===== config.mk =====
export PLATFORM = sky130hd
export DESIGN_NAME = eth_phy_10g_hdr_err_inject
export DESIGN_NICKNAME = d
export VERILOG_FILES = /design/src/rtl/eth_phy_10g_pkg.sv /design/src/rtl/eth_phy_10g_lfsr32.sv /design/src/rtl/eth_phy_10g_hdr_err_inject.sv
export SDC_FILE = /design/constraint.sdc
export NUM_CORES = 1
export LEC_CHECK = 0
export ABC_AREA = 1
export BUFFER_PORTS_ARGS = -buffer_cell sky130_fd_sc_hd__buf_2
export CORE_UTILIZATION = 30
export CTS_BUF_LIST = sky130_fd_sc_hd__clkbuf_16
export CTS_CLUSTER_DIAMETER = 200
export DETAILED_ROUTE_END_ITERATION = 10
export PLACE_DENSITY = 0.51
export REMOVE_ABC_BUFFERS = 1
export SLEW_MARGIN = 30
export SYNTH_ARGS = -nofsm -noshare
export SYNTH_HDL_FRONTEND = slang
export SYNTH_SLANG_ARGS = --single-unit

===== constraint.sdc =====
create_clock -name rx_clk -period 6.22 [get_ports rx_clk]
set_input_delay 0.311 -clock rx_clk [delete_from_list [all_inputs] [get_ports rx_clk]]
set_output_delay 0.311 -clock rx_clk [all_outputs]
set_load 0.005 [all_outputs]

===== src/rtl/eth_phy_10g_pkg.sv =====
// Shared constants for the eth_phy_10g PCS test blocks: injector modes,
// 64b/66b sync header values and the injector FSM state encoding.
package eth_phy_10g_pkg;

  localparam logic [1:0] MODE_PASS     = 2'd0;
  localparam logic [1:0] MODE_PERIODIC = 2'd1;
  localparam logic [1:0] MODE_BURST    = 2'd2;
  localparam logic [1:0] MODE_RANDOM   = 2'd3;

  localparam logic [1:0] SYNC_DATA = 2'b10;
  localparam logic [1:0] SYNC_CTRL = 2'b01;
  localparam logic [1:0] SYNC_BAD0 = 2'b00;
  localparam logic [1:0] SYNC_BAD1 = 2'b11;

  typedef enum logic [1:0] {
    IDLE  = 2'd0,
    GAP   = 2'd1,
    BURST = 2'd2
  } inj_state_t;

endpackage


===== src/rtl/eth_phy_10g_lfsr32.sv =====
// 32-bit Galois LFSR, x^32+x^22+x^2+x+1, shifting left one step per advance.
module eth_phy_10g_lfsr32 #(
  parameter logic [31:0] SEED = 32'h0000_0001
) (
  input  logic        clk,
  input  logic        rst,
  input  logic        advance,
  output logic [31:0] value
);

  // Feedback taps for x^22, x^2, x^1 and x^0 once the x^32 term falls out.
  localparam logic [31:0] TAPS = 32'h0040_0007;

  always_ff @(posedge clk) begin
    if (rst)
      value <= SEED;
    else if (advance)
      value <= {value[30:0], 1'b0} ^ (value[31] ? TAPS : 32'h0);
  end

endmodule


===== src/rtl/eth_phy_10g_hdr_err_inject.sv =====
// Sync-header error injector for the RX loopback path (periodic, burst, random).
// Optional macro HDR_ERR_INJECT_TOGGLE_EN alternates the bad header 00/11.
module eth_phy_10g_hdr_err_inject #(
  parameter int          DATA_WIDTH = 64,
  parameter int          HDR_WIDTH  = 2,
  parameter int          LANES      = 1,
  parameter int          CNT_WIDTH  = 16,
  parameter logic [31:0] LFSR_SEED  = 32'h0000_0001
) (
  input  logic                        rx_clk,
  input  logic                        rx_rst,
  input  logic [LANES*DATA_WIDTH-1:0] in_data,
  input  logic [LANES*HDR_WIDTH-1:0]  in_hdr,
  input  logic                        in_valid,
  output logic [LANES*DATA_WIDTH-1:0] out_data,
  output logic [LANES*HDR_WIDTH-1:0]  out_hdr,
  output logic                        out_valid,
  input  logic                        cfg_enable,
  input  logic [1:0]                  cfg_mode,
  input  logic [CNT_WIDTH-1:0]        cfg_period,
  input  logic [CNT_WIDTH-1:0]        cfg_burst_len,
  input  logic [HDR_WIDTH-1:0]        cfg_hdr_value,
  input  logic [LANES-1:0]            cfg_lane_mask,
  input  logic [15:0]                 cfg_rand_thresh,
  input  logic                        clear_count,
  output logic                        inject_active,
  output logic [31:0]                 inject_count
);

  import eth_phy_10g_pkg::*;

  localparam logic [CNT_WIDTH-1:0] ONE = CNT_WIDTH'(1);

  inj_state_t                 state;
  logic [1:0]                 mode_l;
  logic [CNT_WIDTH-1:0]       period_l;
  logic [CNT_WIDTH-1:0]       burst_l;
  logic [CNT_WIDTH-1:0]       gap_cnt;
  logic [CNT_WIDTH-1:0]       burst_cnt;
  logic [31:0]                lfsr;
  logic                       lfsr_unused;
  logic                       run;
  logic                       corrupt;
  logic                       lfsr_adv;
  logic [HDR_WIDTH-1:0]       bad_hdr;
  logic [LANES*HDR_WIDTH-1:0] hdr_next;

  assign run         = cfg_enable && (cfg_mode != MODE_PASS);
  assign lfsr_adv    = in_valid && run && (state == GAP) && (mode_l == MODE_RANDOM);
  assign lfsr_unused = ^lfsr[31:16];

  eth_phy_10g_lfsr32 #(
    .SEED (LFSR_SEED)
  ) u_lfsr (
    .clk     (rx_clk),
    .rst     (rx_rst),
    .advance (lfsr_adv),
    .value   (lfsr)
  );

  // A block is only ever corrupted while the injector is running.
  always_comb begin
    corrupt = 1'b0;
    if (in_valid && run) begin
      case (state)
        GAP: begin
          case (mode_l)
            MODE_PERIODIC: corrupt = (gap_cnt == period_l);
            MODE_RANDOM:   corrupt = (lfsr[15:0] < cfg_rand_thresh);
            default:       corrupt = 1'b0;
          endcase
        end
        BURST:   corrupt = 1'b1;
        default: corrupt = 1'b0;
      endcase
    end
  end

  always_ff @(posedge rx_clk) begin
    if (rx_rst) begin
      state     <= IDLE;
      mode_l    <= MODE_PASS;
      period_l  <= '0;
      burst_l   <= '0;
      gap_cnt   <= '0;
      burst_cnt <= '0;
    end else if (!run) begin
      state <= IDLE;
    end else begin
      case (state)
        IDLE: begin
          mode_l    <= cfg_mode;
          period_l  <= (cfg_period == '0) ? ONE : cfg_period;
          burst_l   <= cfg_burst_len;
          gap_cnt   <= '0;
          burst_cnt <= '0;
          state     <= GAP;
        end
        GAP: begin
          if (in_valid) begin
            case (mode_l)
              MODE_PERIODIC: gap_cnt <= corrupt ? '0 : gap_cnt + ONE;
              MODE_BURST: begin
                if (gap_cnt == period_l - ONE) begin
                  gap_cnt <= '0;
                  if (burst_l != '0)
                    state <= BURST;
                end else begin
                  gap_cnt <= gap_cnt + ONE;
                end
              end
              default: gap_cnt <= gap_cnt;
            endcase
          end
        end
        BURST: begin
          if (in_valid) begin
            if (burst_cnt == burst_l - ONE) begin
              burst_cnt <= '0;
              state     <= GAP;
            end else begin
              burst_cnt <= burst_cnt + ONE;
            end
          end
        end
        default: state <= IDLE;
      endcase
    end
  end

`ifdef HDR_ERR_INJECT_TOGGLE_EN
  logic toggle;
  logic hdr_unused;

  assign hdr_unused = ^cfg_hdr_value;

  // Restart at 00 on every run so the pattern is repeatable per enable.
  always_ff @(posedge rx_clk) begin
    if (rx_rst || state == IDLE)
      toggle <= 1'b0;
    else if (corrupt)
      toggle <= ~toggle;
  end

  assign bad_hdr = {HDR_WIDTH{toggle}};
`else
  assign bad_hdr = cfg_hdr_value;
`endif

  always_comb begin
    hdr_next = in_hdr;
    for (int k = 0; k < LANES; k++) begin
      if (corrupt && cfg_lane_mask[k])
        hdr_next[k*HDR_WIDTH +: HDR_WIDTH] = bad_hdr;
    end
  end

  // Count is per corrupted block regardless of lane count; clear has priority.
  always_ff @(posedge rx_clk) begin
    if (rx_rst) begin
      out_data      <= '0;
      out_hdr       <= '0;
      out_valid     <= 1'b0;
      inject_active <= 1'b0;
      inject_count  <= '0;
    end else begin
      out_data      <= in_data;
      out_hdr       <= hdr_next;
      out_valid     <= in_valid;
      inject_active <= corrupt;
      if (clear_count)
        inject_count <= '0;
      else if (corrupt && inject_count != 32'hFFFF_FFFF)
        inject_count <= inject_count + 32'd1;
    end
  end

endmodule

# Yosys cells after proc, flatten, opt, wreduce, memory -nomap -nowiden
# Cells that the tools add are included.
classes:
  n_addsub: 5
  magnitude_cmp: 1
  eq_ne: 16
  muxes: 21
  n_bitwise: 2
  n_reduce_logical: 18
ops:
  columns: ["op", "count"]
  rows:
  - ["16-bit two-way mux", 6]
  - ["16-bit one-hot mux with 2 select lines", 3]
  - ["16-bit == test", 3]
  - ["16-bit by 1-bit adder with 16-bit output, second input constant", 2]
  - ["32-bit by 1-bit adder with 32-bit output, second input constant", 1]
  - ["32-bit != test, second input constant", 1]
  - ["16-bit by 1-bit subtractor with 16-bit output, second input constant", 2]
  - ["32-bit XOR", 1]
  - ["23-bit two-way mux", 1]
  - ["16-bit zero test", 1]
  - ["16-bit less-than comparator", 1]
  - ["16-bit nonzero test", 1]
  - ["2-bit two-way mux", 7]
  - ["2-bit == test, second input constant", 3]
  - ["1-bit logical AND", 6]
  - ["2-bit by 1-bit != test with 1-bit output, second input constant", 3]
  - ["2-bit != test, second input constant", 3]
  - ["2-bit one-hot mux with 3 select lines", 1]
  - ["6-bit AND reduction", 1]
  - ["2-bit nonzero test", 3]
  - ["2-bit by 1-bit == test with 1-bit output, second input constant", 2]
  - ["1-bit one-hot mux with 2 select lines", 2]
  - ["4-bit AND reduction", 1]
  - ["2-bit OR reduction", 2]
  - ["6 further kinds", 6]
word_totals:
  regBits: 200
  in_bits: 124
  out_inout_bits: 100
  word_cells: 75

# Logic depth before layout (Yosys ltp)
depth:
  ltp_word: 8
  mapped_depth: 19
  depth_no_buf: 19

# By module
# A second synthesis with hierarchy kept.
unflattened:
  cells_unflattened: 1459
  area_unflattened_um2: 10054.6
by_module_without_submodules:
  columns: ["mod", "n_inst", "cells_each", "area_each_um2"]
  rows:
  - ["eth_phy_10g_hdr_err_inject", 1, 1311, 8918.6]
  - ["eth_phy_10g_lfsr32", 1, 148, 1136.1]

# Least setup slack after synthesis
# No wires, ideal clock.
synth_path:
  kind: "register to register"
  from: "reg state[0]"
  to: "reg burst_cnt[15]"
  setup_ps: 117
  arrival_time_ps: 1864
  setup_slack_ps: 4238
  stages_incl_launch_ff: 13
  period_less_slack_ps: 1982
  path_cell_list: "dfxtp_1 inv_1 ha_1 inv_1 nor2_1 nor3_4 nand4_2 nor3_2 nand3_1 nor2_1 nand2_1 nor2_1 nor3b_2"
synth_between:
  elab_chain_cells: 3
synth_lines:
  columns: ["item", "line_no", "text"]
  rows:
  - ["from (decl)", "eth_phy_10g_hdr_err_inject.sv:34", "inj_state_t state;"]
  - ["from (signal assigned)", "eth_phy_10g_hdr_err_inject.sv:81", "state <= IDLE;"]
  - ["from (signal assigned)", "eth_phy_10g_hdr_err_inject.sv:88", "state <= IDLE;"]
  - ["from (signal assigned)", "eth_phy_10g_hdr_err_inject.sv:97", "state <= GAP;"]
  - ["2-bit == test or 2-bit zero test (tied branches)", "eth_phy_10g_hdr_err_inject.sv:90", "case (state)"]
  - ["2-bit != test (no source line) or 2-bit nonzero test (tied branches)", null, null]
  - ["3-bit AND reduction (no source line)", null, null]
  - ["to (signal assigned)", "eth_phy_10g_hdr_err_inject.sv:122", "burst_cnt <= burst_cnt + ONE;"]
  - ["to (decl)", "eth_phy_10g_hdr_err_inject.sv:39", "logic [CNT_WIDTH-1:0] burst_cnt;"]
# Several ways; a longest one is shown, not always the timed one.
# A chain may end at the register's enable or synchronous reset.

# Final worst setup path
layout_path:
  from: "reg inject_count[1]"
  to: "reg inject_count[9]"
layout_between:
  elab_chain_cells: 2
layout_lines:
  columns: ["item", "line_no", "text"]
  rows:
  - ["from (decl)", "eth_phy_10g_hdr_err_inject.sv:27", "output logic [31:0] inject_count"]
  - ["from (signal assigned)", "eth_phy_10g_hdr_err_inject.sv:174", "inject_count <= inject_count + 32'd1;"]
  - ["branches (longest 2 deep; another with 32-bit by 1-bit adder with 32-bit output)", null, null]
# Parallel ways; which one is timed is not known.

==> results.md <==
* Fill cell total of the finished layout at 3,695
* Worst path setup slack after routing at 3.51 ns
* Achievable Freq at 369 MHz
* Count of buffer and inverter cells on the critical path at 0
* Cell type with the highest occurrence count on the critical path: nand2_2
* Initial DRC Count at 485
* Number of synthesized flops with an enable pin at 0
* Overall via count from detail_route at 9,702
* Critical path launch point type: register
* Global-route wire length before repair at 46.0 mm
* Cell with the largest stage delay on the worst path: nand2_4
* Top_reg_cell synth: dfxtp_1
* Portion of synthesized cell area occupied by the leading cell type at 0.392
* Worst endpoint data arrival time at 3.08 ns
* Worst path max stage delay at 0.55 ns
* Layout cell share with drive strength beyond 1 at 0.181
* Post-Place Cell Area at 0.0117 mm^2
* Hold Path Depth at 3
* Register-to-register setup slack at 3.51 ns
* Worst slew margin relative to its limit at 0.484
* P_leak at 5.82 nW
* Port Buffer Count at 223
* Total of endpoints with negative setup slack in the final report at 0
* Category of the critical setup timing path: register to register
* Endpoint class of the critical path: register
* Number of iterations in the first detailed-routing pass at 4
* Hold path start: in_data[40]
* TritonCTS clock tree: built
* Clk slew on worst S/H paths at 0.08 ns
* Largest net degree at the start of global routing at 61
* Most used standard cell by instance count after synthesis: nand2_1
* Post-route DRC violation count at 0
* Core region area at 0.0335 mm^2
* # Post-CTS Setup Buffers at 0
* GRT Resource Usage Total at 0.162
* Total CTS buffers at 17
* GP Congestion at 0.888
* Insertion delay of the later-clocked pin in the worst-skew pair at 0.44 ns
* Dominant delay contributor by cell family on the critical path: simple AND/OR/NAND/NOR gates
* Final min period at 2.71 ns
* Post-synth ARST share at 0
* Result of the run: finished, final reports clean
* Layout Area Growth over Synthesis at 20.5%
* Total of hold buffers inserted after clock tree synthesis at 0
* Vias per cell at 4.49
* Number of nets in the final layout at 1,848
* Cell type contributing the most total cell area after synthesis: dfxtp_1
* Reg2Reg Capture Point: inject_count[9]
* Die height at 186 um
* Antenna diode count at 0
* Final core utilization at 0.367
* Die span in x at 186 um
* Gates resized, CTS repair at 0
* Number of antenna violations at the first check in global routing at 0
* Register area share after synthesis at 0.392
* Overall die area at 0.0348 mm^2
* CP cell instances: ha_1 > nand2_2 > nor2_4 > nand2_2 > nor3_4 > and3_1 > nand3_2 > nand2_4 > nand2_1 > a21oi_1
* Synthesized area at 0.0102 mm^2
* Transition time at the pin with the least slew margin at 0.770 ns
* Startpoint of the most critical register-to-register path: inject_count[1]
* Setup Slack @ Placement at 3.44 ns
* Final wirelength at 27.8 mm
* Worst Hold End: out_data[40]
* Class of the most critical hold timing path: input port to register
* Data required time of the worst path at 6.58 ns
* IO Pins at 224
* Post-DP HPWL at 21.0 mm
* Endpoints failing hold at 0
* # H-tree levels at 4
* Max-Cap Viols at 0
* Cell count after synthesis at 1,502
* Leading post-synthesis cells by cell area: dfxtp_1 39%, nand2_1 11%, nor2_1 9.6%
* Highest ir drop seen on vdd at 0.205 mV
* Average cell area after synthesis at 6.80 um^2
* Post-synth top cells: 308 x nand2_1, 260 x nor2_1, 207 x inv_1, 200 x dfxtp_1, 105 x nand3_1
* RSZ-0062 raised after global routing: no
* Final Instance Count excl. Fillers at 2,161
* Area of all placed cells without fillers at 0.0123 mm^2
* Max Buffers Root-to-Sink at 2
* Power density cells at 244 mW/mm^2
* Sinks on Clock Net at 200
* Number of flip-flops and latches in the synthesized netlist at 200
* Average wire length per cell after detail routing at 12.9 um
* Setup TNS at 0 ns
* Gr ovfl total at 0
* Post-synthesis cell type count at 45
* Fin. max-slew vios at 0
* Std-Cell Rows at 67
* Crit Path Max Fanout at 32
* Clock Skew at 0.0113 ns
* Antenna Nets Post-Route at 0
* Yosys warns at 0
* Cell count of the worst reg-to-reg path at 10
* Starting Density at 0.305
* Cell total after placement at 2,130
* Vias in the first global route at 9,313
* Clock root cell: clkbuf_16
* Share of the clock period used by the worst path after layout at 0.436
==> cell usage in the layout, fill, tap and decap left out, types with 5 or more instances in the layout <==
master       n
a211oi_1    12
a21oi_1     88
buf_2      222
buf_4        6
clkbuf_16   17
dfxtp_1    200
ha_1        23
inv_1      205
inv_2        5
nand2_1    307
nand2_2      8
nand3_1    105
nand3b_1     6
nand4_1     20
nor2_1     260
nor2_2      20
nor3_1      22
nor4_1      17
o21ai_0     60
xnor2_1     15
xor2_1      47
==> tightest hold or removal path: cells and delay by family <==
family | cells | cell delay (ns)
simple gates | 1 | 0.06
buf+inv | 2 | 0.10
==> cell families after synthesis <==
kind of cell	count (synthesis)	synth area share
and+or+nand+nor	789	0.338
buffers and inverters	262	0.103
DFF	200	0.392
AOI/OAI and AO/OA	166	0.0857
xor gates and xnor gates	62	0.0532
adders and majority gates	23	0.0282
==> metrics by stage <==
step / hold slack, ns / power (W)
final: 0.0621 / 0.00300
after global routing: 0.0323 / 0.00317
after CTS: 0.0328 / 0.00305
after detailed placement: 0.458 / 0.00185
after global placement: 0.448 / 0.00185
after floorplan: 0.380 / 0.00169
==> worst max-delay path by stage <==
stage,startpoint,endpoint,cells past startpoint
2_1_floorplan,state[1],u_lfsr.value[22],7
3_3_place_gp,cfg_rand_thresh[13],inject_count[1],15
3_5_place_dp,cfg_rand_thresh[13],inject_count[2],15
4_1_cts,inject_count[1],inject_count[9],10
5_1_grt,state[1],u_lfsr.value[22],8
6_report,inject_count[1],inject_count[9],10
==> flip-flops by register name (all words and copies together) (netlist names) <==
name	flops
burst_l	16
burst_cnt	16
gap_cnt	16
period_l	16
state	2
inject_active	1
inject_count	32
out_valid	1
u_lfsr.value	32
out_data	64
out_hdr	2
mode_l	2
==> routing by layer <==
metal	GRT usage	routed length, um	share of wire	vias up
met5	0	0	0	-
met4	0.0397	318	0.011	0
met3	0.0303	927	0.033	17
met2	0.278	13000	0.47	169
met1	0.208	13500	0.49	4376
li1	-	-	-	5140
==> where the power goes <==
group	switching (W)	leakage, nW	internal, W
Sequential	0.0000336	1.64	0.00133
Clock	0.000537	0.296	0.000644
Combinational	0.000291	3.89	0.000166
Total	0.000862	5.82	0.00214
==> layout make-up <==
class / count / area (um^2) / area share
Clock buffer: 17 / 425 / 0.0346
Tap cell: 448 / 561 / 0.0456
Clock inverter: 14 / 188 / 0.0153
Sequential cell: 200 / 4000 / 0.325
Inverter: 214 / 805 / 0.0654
Multi-Input combinational cell: 1040 / 5160 / 0.420
Timing Repair Buffer: 228 / 1160 / 0.0940
(Power assumes the default switching activity.)
